## config.mk

```make
export PLATFORM = sky130hd
export DESIGN_NAME = program_sequencer
export DESIGN_NICKNAME = d
export VERILOG_FILES = /design/src/rtl/drv_seq_pkg.sv /design/src/rtl/sat_counter.sv /design/src/rtl/program_sequencer.sv
export SDC_FILE = /design/constraint.sdc
export NUM_CORES = 1
export LEC_CHECK = 0
export BUFFER_PORTS_ARGS = -buffer_cell sky130_fd_sc_hd__buf_2
export CORE_AREA = 8 8 129 131
export DETAILED_ROUTE_END_ITERATION = 8
export DIE_AREA = 0 0 137 139
export SLEW_MARGIN = 20
export SYNTH_ARGS = -nofsm -noshare
export SYNTH_HDL_FRONTEND = slang
export SYNTH_SLANG_ARGS = --single-unit
```

## constraint.sdc

```tcl
create_clock -name clk -period 2.55 [get_ports clk]
set_clock_uncertainty 0.15 [all_clocks]
set_input_delay 0.1275 -clock clk [delete_from_list [all_inputs] [get_ports clk]]
set_output_delay 0.1275 -clock clk [all_outputs]
set_load 0.05 [all_outputs]
```

## src/rtl/drv_seq_pkg.sv

```systemverilog
// rtl/drv_seq_pkg.sv - shared types and constants for the driver program sequencer
package drv_seq_pkg;

    // Sequencer states
    typedef enum logic [2:0] {
        IDLE  = 3'd0,
        FETCH = 3'd1,
        ISSUE = 3'd2,
        DONE  = 3'd3,
        ABORT = 3'd4
    } seq_state_t;

    // Byte step between consecutive burst addresses
    localparam int DRV_ADDR_STRIDE = 4;

    // Counter width shared with the control register block
    localparam int DRV_CNT_W = 16;

endpackage

```

## src/rtl/sat_counter.sv

```systemverilog
// rtl/sat_counter.sv - clearable counter that saturates at all-ones
module sat_counter #(
    parameter int W = 16
) (
    input  logic         clk,
    input  logic         reset,
    input  logic         clr_i,
    input  logic         inc_i,
    output logic [W-1:0] count_o
);

    logic [W-1:0] count_q;
    logic [W-1:0] count_d;

    // Next value: clear wins over increment, increment stops at all-ones
    always_comb begin
        count_d = count_q;
        if (clr_i) begin
            count_d = '0;
        end else if (inc_i && (count_q != {W{1'b1}})) begin
            count_d = count_q + W'(1);
        end
    end

    // Count register
    always_ff @(posedge clk) begin
        if (reset) begin
            count_q <= '0;
        end else begin
            count_q <= count_d;
        end
    end

    assign count_o = count_q;

endmodule

```

## src/rtl/program_sequencer.sv

```systemverilog
// rtl/program_sequencer.sv - pops vector addresses and issues throttled fetch requests
module program_sequencer
    import drv_seq_pkg::*;
#(
    parameter int ADDR_W      = 32,
    parameter int ADDR_STRIDE = DRV_ADDR_STRIDE,
    parameter int CNT_W       = DRV_CNT_W
) (
    input  logic              clk,
    input  logic              reset,
    input  logic              run_program,
    input  logic              end_program,
    input  logic              abort_program,
    input  logic              freeze_addr_fifo,
    input  logic              send_consec_addr,
    input  logic [7:0]        consec_count,
    input  logic [15:0]       vector_fifo_threshold,
    input  logic [15:0]       words_in_vctr_fifo,
    input  logic              vector_fifo_full,
    input  logic              addr_fifo_empty,
    input  logic [ADDR_W-1:0] addr_fifo_dout,
    output logic              addr_fifo_rd,
    output logic              req_valid,
    output logic [ADDR_W-1:0] req_addr,
    input  logic              req_ready,
    output logic              active_program,
    output logic              program_done,
    output logic              program_aborted,
    output logic [CNT_W-1:0]  issue_cnt,
    output logic [CNT_W-1:0]  stall_cnt
);

    seq_state_t        state_q, state_d;
    logic [ADDR_W-1:0] cur_addr_q, cur_addr_d;
    logic [7:0]        burst_left_q, burst_left_d;
    logic              run_d_q;
    logic              abort_pend_q, abort_pend_d;
    logic              req_valid_q, req_valid_d;
    logic [ADDR_W-1:0] req_addr_q, req_addr_d;
    logic              active_q, active_d;
    logic [CNT_W-1:0]  issue_cnt_q, issue_cnt_d;
    logic              stall_clr;
    logic              stall_inc;
    logic              start;
    logic              abort_any;
    logic              throttle;

    assign start     = run_program & ~run_d_q;
    assign abort_any = abort_pend_q | abort_program;
    assign throttle  = vector_fifo_full | (words_in_vctr_fifo >= vector_fifo_threshold);

    // Next-state and output decode
    always_comb begin
        state_d         = state_q;
        cur_addr_d      = cur_addr_q;
        burst_left_d    = burst_left_q;
        abort_pend_d    = abort_pend_q;
        req_valid_d     = req_valid_q;
        req_addr_d      = req_addr_q;
        active_d        = active_q;
        issue_cnt_d     = issue_cnt_q;
        stall_clr       = 1'b0;
        stall_inc       = 1'b0;
        addr_fifo_rd    = 1'b0;
        program_done    = 1'b0;
        program_aborted = 1'b0;

        case (state_q)
            IDLE: begin
                if (start) begin
                    state_d     = FETCH;
                    issue_cnt_d = '0;
                    stall_clr   = 1'b1;
                    active_d    = 1'b1;
                end
            end

            FETCH: begin
                if (abort_any) begin
                    state_d = ABORT;
                end else if (freeze_addr_fifo) begin
                    state_d = FETCH;
                end else if (addr_fifo_empty && end_program) begin
                    state_d = DONE;
                end else if (addr_fifo_empty) begin
                    state_d = FETCH;
                end else begin
                    addr_fifo_rd = 1'b1;
                    cur_addr_d   = addr_fifo_dout;
                    burst_left_d = send_consec_addr ? consec_count : 8'd0;
                    state_d      = ISSUE;
                end
            end

            ISSUE: begin
                if (!req_valid_q) begin
                    if (abort_any) begin
                        state_d = ABORT;
                    end else if (throttle) begin
                        stall_inc = 1'b1;
                    end else begin
                        req_valid_d = 1'b1;
                        req_addr_d  = cur_addr_q;
                    end
                end else if (req_ready) begin
                    req_valid_d = 1'b0;
                    issue_cnt_d = issue_cnt_q + CNT_W'(1);
                    if (abort_any) begin
                        state_d = ABORT;
                    end else if (burst_left_q == 8'd0) begin
                        state_d = FETCH;
                    end else begin
                        cur_addr_d   = cur_addr_q + ADDR_W'(ADDR_STRIDE);
                        burst_left_d = burst_left_q - 8'd1;
                    end
                end else if (abort_program) begin
                    // Request is committed; remember the abort until it is accepted
                    abort_pend_d = 1'b1;
                end
            end

            DONE: begin
                program_done = 1'b1;
                active_d     = 1'b0;
                state_d      = IDLE;
            end

            ABORT: begin
                program_aborted = 1'b1;
                active_d        = 1'b0;
                abort_pend_d    = 1'b0;
                state_d         = IDLE;
            end

            default: begin
                state_d = IDLE;
            end
        endcase
    end

    // State and datapath registers
    always_ff @(posedge clk) begin
        if (reset) begin
            state_q      <= IDLE;
            cur_addr_q   <= '0;
            burst_left_q <= '0;
            // A run level held through reset must not look like a fresh edge
            run_d_q      <= 1'b1;
            abort_pend_q <= 1'b0;
            req_valid_q  <= 1'b0;
            req_addr_q   <= '0;
            active_q     <= 1'b0;
            issue_cnt_q  <= '0;
        end else begin
            state_q      <= state_d;
            cur_addr_q   <= cur_addr_d;
            burst_left_q <= burst_left_d;
            run_d_q      <= run_program;
            abort_pend_q <= abort_pend_d;
            req_valid_q  <= req_valid_d;
            req_addr_q   <= req_addr_d;
            active_q     <= active_d;
            issue_cnt_q  <= issue_cnt_d;
        end
    end

    sat_counter #(
        .W (CNT_W)
    ) u_stall_cnt (
        .clk     (clk),
        .reset   (reset),
        .clr_i   (stall_clr),
        .inc_i   (stall_inc),
        .count_o (stall_cnt)
    );

    assign req_valid      = req_valid_q;
    assign req_addr       = req_addr_q;
    assign active_program = active_q;
    assign issue_cnt      = issue_cnt_q;

endmodule
```

==> flow_summary_export.csv, run 1 <==
group,metric,value,unit
critical_path,critPathArrivalTime,2.49,ns
critical_path,critical_path_class,"register to register",
cells_and_area,final_common_cell,"buf_2",
yosys,async_flop_share,0,
placed_design,place_inst,1045,
clock_network,cts_sinks,111,
yosys,syn_inst,727,
sta,min_period,2.343,ns
grt,antenna_found_initial,0,
floorplan,die_h,139,um
critical_path,path_max_fanout,6,
yosys,avgSynthCellArea,7.858,um^2
critical_path,critPathTopFamily,"simple AND/OR/NAND/NOR gates",
grt,use_met1,0.2225,
placed_design,place_congestion,0.8021,
floorplan,core_area,0.01475,mm^2
sta,drv_slew,0,
drt,num_vias,5630,
status,status,"finished clean",
clock_network,clock_latency,0.36,ns
critical_path,crit_buf_inv,0,
drt,antenna_left,0,
drt,routedWlPerCell,14.66,um
critical_path,r2r_cells,6,
clock_network,cts-htree-levels,3,
placed_design,portBuffers,150,
clock_network,clk_path_buf_depth,2,
grt,grt_pass1_wl,26.38,mm
yosys,synth_seq_cells,111,
grt,grt_pass1_vias,5359,
clock_network,cts.clk_slew.worst_paths,0.08,ns
sta,rsz0062_at_grt,"false",
cells_and_area,final_cell_mix,"buf_2, dfxtp_1, nor2_1, nand2_1, a21oi_1",
grt,grtUsageTotal,0.1665,
yosys,syn-cell-area,0.005713,mm^2
yosys,synthFlopType,"dfxtp_1",
critical_path,cp.required,2.70,ns
clock_network,cts_inserted_buffers,9,
yosys,ys_seq_area_frac,0.3890,
critical_path,cp_slowest_cell,"or3b_2",
cells_and_area,fin_cells,1096,
worst_hold_path,hold_depth,4,
worst_hold_path,worstHoldPathType,"input pin to register",
floorplan,initial_utilization,0.3873,
floorplan,die_area,0.01904,mm^2
drt,dr.pass1.iters,5,
pwr,pwr_density_cell,479.7,mW/mm^2
critical_path,path_cells,"or3b_2 > or3_1 > nor2_4 > nand4_2 > or4_1 > nand2_1",
floorplan,die_width,137,um
grt,met3_usage,0.02391,
sta,setup_viol,0,
pwr,p_leak,0.003329,uW
cells_and_area,fin_nets,1006,
floorplan,io_pins,151,
grt,grt_max_degree,53,
critical_path,cpPeakStageDelay,0.52,ns
placed_design,dpl.hpwl,11.80,mm
cells_and_area,drive_gt1_frac,0.2225,
drt,post_drt_via_cell_ratio,5.137,
drt,wirelength,16.07,mm
yosys,ys_warn_count,0,
sta,post-route-period-util,0.9189,
cells_and_area,insertedDiodeCount,0,
drt,drc,0,
yosys,synth-edff-count,0,
yosys,synth_nets,830,
sta,slew-limit-headroom,0.6416,
job,cap_viol_max_count,0,
critical_path,critPathLaunchType,"register",
critical_path,end_kind,"register",
sta,hold_viol_final,0,
floorplan,rows,45,
clock_network,clock-root-buffer,"clkbuf_16",
grt,use_met2,0.2693,
sta,hold_ws,0.005669,ns
grt,grt.busiest_layer,"met2",
yosys,synth.distinct_cells,55,
sta,max_freq,426.7,MHz
critical_path,cp.depth,6,
sta,setup_tns,0,ns
sta,layout_setup_ws,0.2067,ns
cells_and_area,synthToLayoutAreaGrowth,29.96,%
grt,overflow,0,
clock_network,cts_tree,"yes",
drt,initialDrtViolationCount,294,
pwr,peakVddDrop,394.3,uV
placed_design,preCtsSetupSlack,0.2243,ns
pwr,p_total,3561,uW
sta,worst_slew_pin_slew,0.5376,ns
-- sequential cells by signal, indices dropped and copies added (netlist names) --
name	cells
burst_left_q	8
req_addr	32
req_valid	1
cur_addr_q	32
u_stall_cnt.count_o	16
issue_cnt	16
run_d_q	1
active_program	1
abort_pend_q	1
state_q	3
-- layout make-up --
class | instances | area, um^2
inverters | 28 | 105.1
fillers | 1496 | 7327
clock inverters | 6 | 75.07
multi-input cells | 543 | 3209
flip-flops and latches | 111 | 2222
repair buffers | 210 | 1339
clock buffers | 10 | 239.0
well taps | 188 | 235.2
-- synth_stat cells, types with 2 or more instances --
cell	n	area (um^2)
and3_1	16	100.1
o32ai_1	5	43.79
buf_6	2	22.52
o31ai_1	2	15.01
o31a_1	3	26.28
nor4_1	7	43.79
nor2b_1	5	31.28
o22a_1	2	17.52
a221oi_1	2	17.52
inv_1	28	105.1
o21bai_1	2	15.01
nand3b_1	2	15.01
clkbuf_1	38	142.6
xnor2_1	2	17.52
a311oi_1	7	61.31
nand2b_1	2	12.51
buf_2	4	20.02
or2_2	3	18.77
a211oi_1	10	75.07
a31oi_1	4	25.02
o21ai_0	36	180.2
nor3b_1	4	30.03
and4_1	5	43.79
o21a_1	2	15.01
mux2i_1	27	270.3
o211ai_1	3	22.52
nand3_1	32	160.2
a22oi_1	6	45.04
o22ai_1	3	18.77
dfxtp_1	111	2222
o41ai_1	2	17.52
xor2_1	21	183.9
nor2_1	104	390.4
nor3_1	27	135.1
nand2_1	70	262.8
a21oi_1	65	325.3
ha_1	21	262.8
and2_1	2	12.51
nand4_1	13	81.33
or3_1	12	75.07
-- per-layer routing --
metal | vias to the layer above | wire length (um)
met5 | - | 0
met4 | 0 | 193
met3 | 12 | 788
met2 | 120 | 7278
met1 | 2567 | 7805
li1 | 2931 | -
-- what timing repair did --
item	in CTS	in global routing
hold buffers	35	0
gates resized for setup	0	2
buffers inserted	0	0
endpoints found under the setup margin	0	4
hold endpoints to repair	32	0
-- where the power goes --
group | internal (uW) | switching, uW | total (uW) | leakage, uW
registers | 1740 | 11.1 | 1750 | 0.000895
logic | 153 | 154 | 307 | 0.00228
clock network | 806 | 695 | 1500 | 0.000152
total | 2700 | 860 | 3560 | 0.00333
-- worst min-delay path, stage by stage --
cell and delay, ns:
buf_2 0.08, a22o_1 0.12, a22oi_1 0.08, nor2_1 0.07
-- metrics by stage --
stage / instance area (um^2) / util
after floorplan: 5713 / -
after global placement: 6756 / 0.4580
after detailed placement: 6756 / 0.4580
after CTS: 7421 / 0.5031
after global routing: 7425 / 0.5033
final: 7425 / 0.5033
-- path summary, 6_finish.rpt --
path                     start                       to  slack (ns)
min          addr_fifo_dout[9]            cur_addr_q[9]       0.006
max                 state_q[2]  u_stall_cnt.count_o[15]        0.21
max reg2reg         state_q[2]  u_stall_cnt.count_o[15]        0.21
min reg2reg      cur_addr_q[1]            cur_addr_q[1]        0.31
-- logic make-up (layout without fill, tap and decap cells) --
logic type,count (synthesis),in the layout,synth area share
AOI/OAI and AO/OA,162,162,0.1737
xor gates and xnor gates,23,23,0.03526
adders and majority gates,21,21,0.04599
buffers and inverters,73,254,0.05147
DFF,111,111,0.3890
muxes,27,27,0.04731
and+or+nand+nor,310,310,0.2573
No activity file was read; power rests on OpenSTA's default activity.
==> run 2: changes to the inputs <==
- CORE_AREA: 8 8 129 131 -> 5 5 126 128
- DIE_AREA: 0 0 137 139 -> 0 0 131 133
==> run 2 against run 1 <==
Against the previous run: combinational power up 1%; via count up 0.43%; largest cell class unchanged; power down 4.8%; count of clock-buffer cells in the layout unchanged; largest power group unchanged; register-to-register slack about the same; non-clock buffer count up 2; critical path type unchanged; sequential share of layout area up 0.051 points; maximum frequency about the same.
==> flow_summary_export.csv, run 2 (synthesis gave the netlist of run 1 again) <==
group,metric,value,unit
clock_network,post_cts_buffers,0,
critical_path,cp.depth,6,
pwr,peakVddDrop,277.9,uV
placed_design,portBuffers,150,
worst_hold_path,worstHoldPathType,"input pin to register",
critical_path,r2r_cells,6,
cells_and_area,final_cell_mix,"buf_2, dfxtp_1, nor2_1, nand2_1, a21oi_1",
grt,met3_usage,0.03270,
critical_path,rrSetupSlack,0.21,ns
critical_path,cp_slowest_cell,"or3b_2",
critical_path,r2r-end,"u_stall_cnt.count_o[15]",
pwr,pwr_density_cell,457.4,mW/mm^2
placed_design,place_congestion,0.7975,
sta,layout_setup_ws,0.2061,ns
cells_and_area,insertedDiodeCount,0,
critical_path,end_kind,"register",
critical_path,cpPeakStageDelay,0.51,ns
grt,use_met1,0.2527,
critical_path,critPathLaunchType,"register",
grt,grt_pass1_wl,25.81,mm
grt,use_met2,0.2822,
worst_hold_path,hold_depth,4,
pwr,p_total,3390,uW
sta,max_freq,426.6,MHz
critical_path,crit_buf_inv,0,
drt,antenna_left,0,
placed_design,dpl.hpwl,11.40,mm
clock_network,cts-htree-levels,3,
floorplan,die_h,133,um
floorplan,die_width,131,um
critical_path,critPathArrivalTime,2.49,ns
drt,post_drt_via_cell_ratio,5.149,
cells_and_area,fin_util,0.5025,
pwr,p_leak,0.003322,uW
floorplan,io_pins,151,
sta,drv_slew,0,
status,status,"finished clean",
sta,rsz0062_at_grt,"false",
critical_path,r2r-start,"state_q[1]",
critical_path,cp.required,2.70,ns
grt,grtUsageTotal,0.1802,
sta,hold_viol_final,0,
grt,grt.busiest_layer,"met2",
clock_network,clock-root-buffer,"clkbuf_16",
grt,antenna_found_initial,0,
sta,setup_viol,0,
job,cap_viol_max_count,0,
clock_network,cts_hold_buffers,37,
critical_path,crit_end,"u_stall_cnt.count_o[15]",
floorplan,initial_utilization,0.3873,
clock_network,clock_latency,0.36,ns
grt,overflow,0,
clock_network,cts_tree,"yes",
floorplan,rows,45,
sta,setup_tns,0,ns
sta,slew-limit-headroom,0.5995,
cells_and_area,drive_gt1_frac,0.2187,
placed_design,preCtsSetupSlack,0.2127,ns
critical_path,crit_path_start,"state_q[1]",
floorplan,core_area,0.01475,mm^2
drt,dr.pass1.iters,4,
drt,routedWlPerCell,14.44,um
critical_path,path_max_fanout,6,
drt,wirelength,15.86,mm
cells_and_area,num-fill-cells,1538,
grt,grt_pass1_vias,5227,
critical_path,path_cells,"or3b_2 > or3_1 > nor2_4 > nand4_2 > or4_1 > nand2_1",
clock_network,cts.clk_slew.worst_paths,0.08,ns
grt,grt_max_degree,57,
sta,worst_slew_pin_slew,0.5924,ns
clock_network,cts_sinks,111,
drt,initialDrtViolationCount,266,
clock_network,clk_path_buf_depth,2,
sta,post-route-period-util,0.9192,
cells_and_area,final_common_cell,"buf_2",
critical_path,critical_path_class,"register to register",
drt,num_vias,5654,
cells_and_area,fin_nets,1008,
sta,hold_ws,0.01830,ns
drt,drc,0,
clock_network,cts_resized,0,
floorplan,die_area,0.01742,mm^2
critical_path,critPathTopFamily,"simple AND/OR/NAND/NOR gates",
clock_network,cts_inserted_buffers,9,
sta,min_period,2.344,ns
cells_and_area,synthToLayoutAreaGrowth,29.74,%
run 2: layer usage:
| metal | vias up | routed length, um |
|---|---|---|
| met4 | 0 | 210 |
| met2 | 130 | 7219 |
| met5 | - | 0 |
| met1 | 2583 | 7592 |
| li1 | 2928 | - |
| met3 | 13 | 832 |
run 2: power by group:
| part | internal, uW | leakage (uW) | total (uW) | switching, uW |
|---|---|---|---|---|
| sequential | 1740 | 0.000895 | 1750 | 10.8 |
| clock | 669 | 0.000133 | 1330 | 656 |
| combinational | 156 | 0.00229 | 311 | 155 |
| total | 2570 | 0.00332 | 3390 | 822 |
run 2: cell type report:
type	instances	area (um^2)	area share
repair buffers	212	1371	0.1850
well taps	188	235.2	0.03174
flip-flops and latches	111	2222	0.2998
clock buffers	10	229.0	0.03089
clock inverters	6	43.79	0.005908
multi-input cells	543	3206	0.4325
inverters	28	105.1	0.01418
run 2: how the worst min path moves through the flow:
stage / start / to / slack [ns]
after floorplan: run_program / run_d_q / 0.08
after global placement: run_program / run_d_q / 0.20
after detailed placement: run_program / run_d_q / 0.19
after CTS: addr_fifo_dout[9] / cur_addr_q[9] / 0.006
after global routing: addr_fifo_dout[23] / cur_addr_q[23] / 0.006
final: addr_fifo_dout[23] / cur_addr_q[23] / 0.02
run 2: per-stage QoR:
step                cells  area, um^2
global placement     1045        6769
detailed placement   1045        6769
CTS                  1098        7412
floorplan             727        5713
finish               1098        7412
global route         1098        7412
run 2: worst register-to-register path, cell delays in order (launching register included):
cell and delay [ns]:
dfxtp_1 0.33, or3b_2 0.51, or3_1 0.41, nor2_4 0.16, nand4_2 0.17, or4_1 0.49, nand2_1 0.07
==> run 3: changes to the inputs <==
- clock period: 2.55 -> 2.3 ns (I/O delays scaled with it)
==> run 3 against run 2 <==
Against the previous run: cell count grew 1.6%; count of clock-buffer cells in the layout grew 2; clock power grew 19%; register-to-register slack lost 0.06 ns; critical path depth grew 1; largest cell class unchanged; worst hold slack lost 0.0065 ns; core utilization grew 1.5 points; critical endpoint is now issue_cnt[12]; highest routed layer unchanged; cell area grew 3.1%; die area is the same; routed wire length grew 1.4%.
==> flow_summary_export.csv, run 3 (synthesis gave the netlist of run 1 again) <==
group,metric,value,unit
sta,post-route-period-util,0.9385,
critical_path,crit_path_start,"state_q[2]",
sta,max_freq,463.3,MHz
sta,worst_slew_pin_slew,0.4845,ns
pwr,p_sw_frac,0.2351,
drt,initialDrtViolationCount,370,
critical_path,r2r-start,"state_q[2]",
sta,rsz0062_at_grt,"false",
grt,antenna_found_initial,0,
cells_and_area,fin_util,0.5178,
cells_and_area,final_common_cell,"buf_2",
clock_network,cts.clk_slew.worst_paths,0.07,ns
critical_path,path_max_fanout,8,
sta,slew-limit-headroom,0.6740,
clock_network,clock-root-buffer,"clkbuf_16",
drt,post_drt_via_cell_ratio,5.139,
sta,drv_slew,0,
pwr,pwr_density_cell,508.2,mW/mm^2
pwr,power_frac_seq,0.501,
cells_and_area,fin_nets,1026,
status,status,"finished clean",
cells_and_area,final_cell_mix,"buf_2, dfxtp_1, nor2_1, nand2_1, a21oi_1",
floorplan,die_area,0.01742,mm^2
cells_and_area,drive_gt1_frac,0.2349,
drt,routedWlPerCell,14.41,um
grt,grt_pass1_wl,25.83,mm
placed_design,portBuffers,150,
pwr,p_total,3882,uW
clock_network,cts_tree,"yes",
placed_design,dpl.hpwl,11.52,mm
grt,overflow,0,
pwr,switchingPower,912.6,uW
clock_network,clk_path_buf_depth,2,
drt,wirelength,16.08,mm
critical_path,crit_end,"issue_cnt[12]",
critical_path,end_kind,"register",
floorplan,rows,45,
floorplan,initial_utilization,0.3873,
floorplan,io_pins,151,
pwr,clkPwrFrac,0.406,
clock_network,cts-htree-levels,3,
clock_network,cts_sinks,111,
sta,setup_viol,0,
clock_network,cts_inserted_buffers,9,
grt,grt_pass1_vias,5201,
critical_path,critPathLaunchType,"register",
grt,grtUsageTotal,0.1806,
placed_design,preCtsSetupSlack,-0.08447,ns
critical_path,cp.required,2.44,ns
grt,grt_max_degree,80,
floorplan,die_h,133,um
critical_path,critical_path_class,"register to register",
critical_path,rrSetupSlack,0.14,ns
drt,num_vias,5735,
pwr,peakVddDrop,303.5,uV
placed_design,place_congestion,0.8085,
sta,hold_viol_final,0,
job,cap_viol_max_count,0,
pwr,power.internal,2969,uW
pwr,p_leak,0.003437,uW
clock_network,clock_latency,0.36,ns
cells_and_area,synthToLayoutAreaGrowth,33.71,%
pwr,pwr-share-comb,0.093,
sta,min_period,2.158,ns
critical_path,r2r_cells,7,
floorplan,core_area,0.01475,mm^2
sta,layout_setup_ws,0.1416,ns
clock_network,post_cts_buffers,0,
worst_hold_path,hold_depth,3,
drt,antenna_left,0,
sta,hold_ws,0.01182,ns
drt,drc,0,
critical_path,critPathArrivalTime,2.30,ns
drt,dr.pass1.iters,4,
floorplan,die_width,131,um
worst_hold_path,worstHoldPathType,"input pin to register",
critical_path,r2r-end,"issue_cnt[12]",
cells_and_area,insertedDiodeCount,0,
[run 3: routing by layer]
layer | global-route usage | vias up | part of all wire
met3 | 0.02382 | 15 | 0.057
li1 | - | 2975 | -
met2 | 0.2827 | 139 | 0.45
met1 | 0.2536 | 2606 | 0.47
met4 | 0.06229 | 0 | 0.016
met5 | 0 | - | 0
[run 3: stage by stage]
stage	TNS, ns	cell area, um^2	std cells
3_5_place_dp	-2.040	6899	1059
3_3_place_gp	-1.568	6899	1059
2_1_floorplan	-0.2254	5713	727
5_1_grt	0	7639	1116
6_report	0	7639	1116
4_1_cts	0	7606	1116
[run 3: worst min path at each step]
stage                     from               to  slack (ns)
2_1_floorplan      run_program          run_d_q        0.07
3_3_place_gp       run_program          run_d_q        0.20
3_5_place_dp       run_program          run_d_q        0.20
4_1_cts        consec_count[2]  burst_left_q[2]       0.004
5_1_grt        consec_count[2]  burst_left_q[2]        0.02
6_report       consec_count[2]  burst_left_q[2]        0.01
[run 3: worst max-delay path, stage by stage (launching register included)]
cell and delay [ns]:
dfxtp_1 0.31, buf_4 0.16, or3_1 0.40, o22ai_2 0.17
and3_1 0.21, nand4_1 0.17, or3_1 0.39, a21oi_1 0.14
[run 3: layout make-up]
cell class / instances / area, um^2
fill: 1479 / 7113
multi-input combinational: 543 / 3241
sequential: 111 / 2222
timing repair buffer: 230 / 1544
clock buffer: 12 / 236.5
tap: 188 / 235.2
inverter: 28 / 105.1
clock inverter: 4 / 55.05
[run 3: power by group through the flow]
stage               sequential, uW  combinational (uW)  clock [uW]
finish                        1940                 360        1580
detailed placement            1990                 308           0
global placement              1990                 307           0
global route                  1950                 401        1680
CTS                           1940                 362        1620
floorplan                     1990                 160           0
[run 3: repair_timing]
item,CTS,global route
hold buffers,41,0
endpoints found under the setup margin,32,56
resized for setup,1,9
hold endpoints to repair,38,0
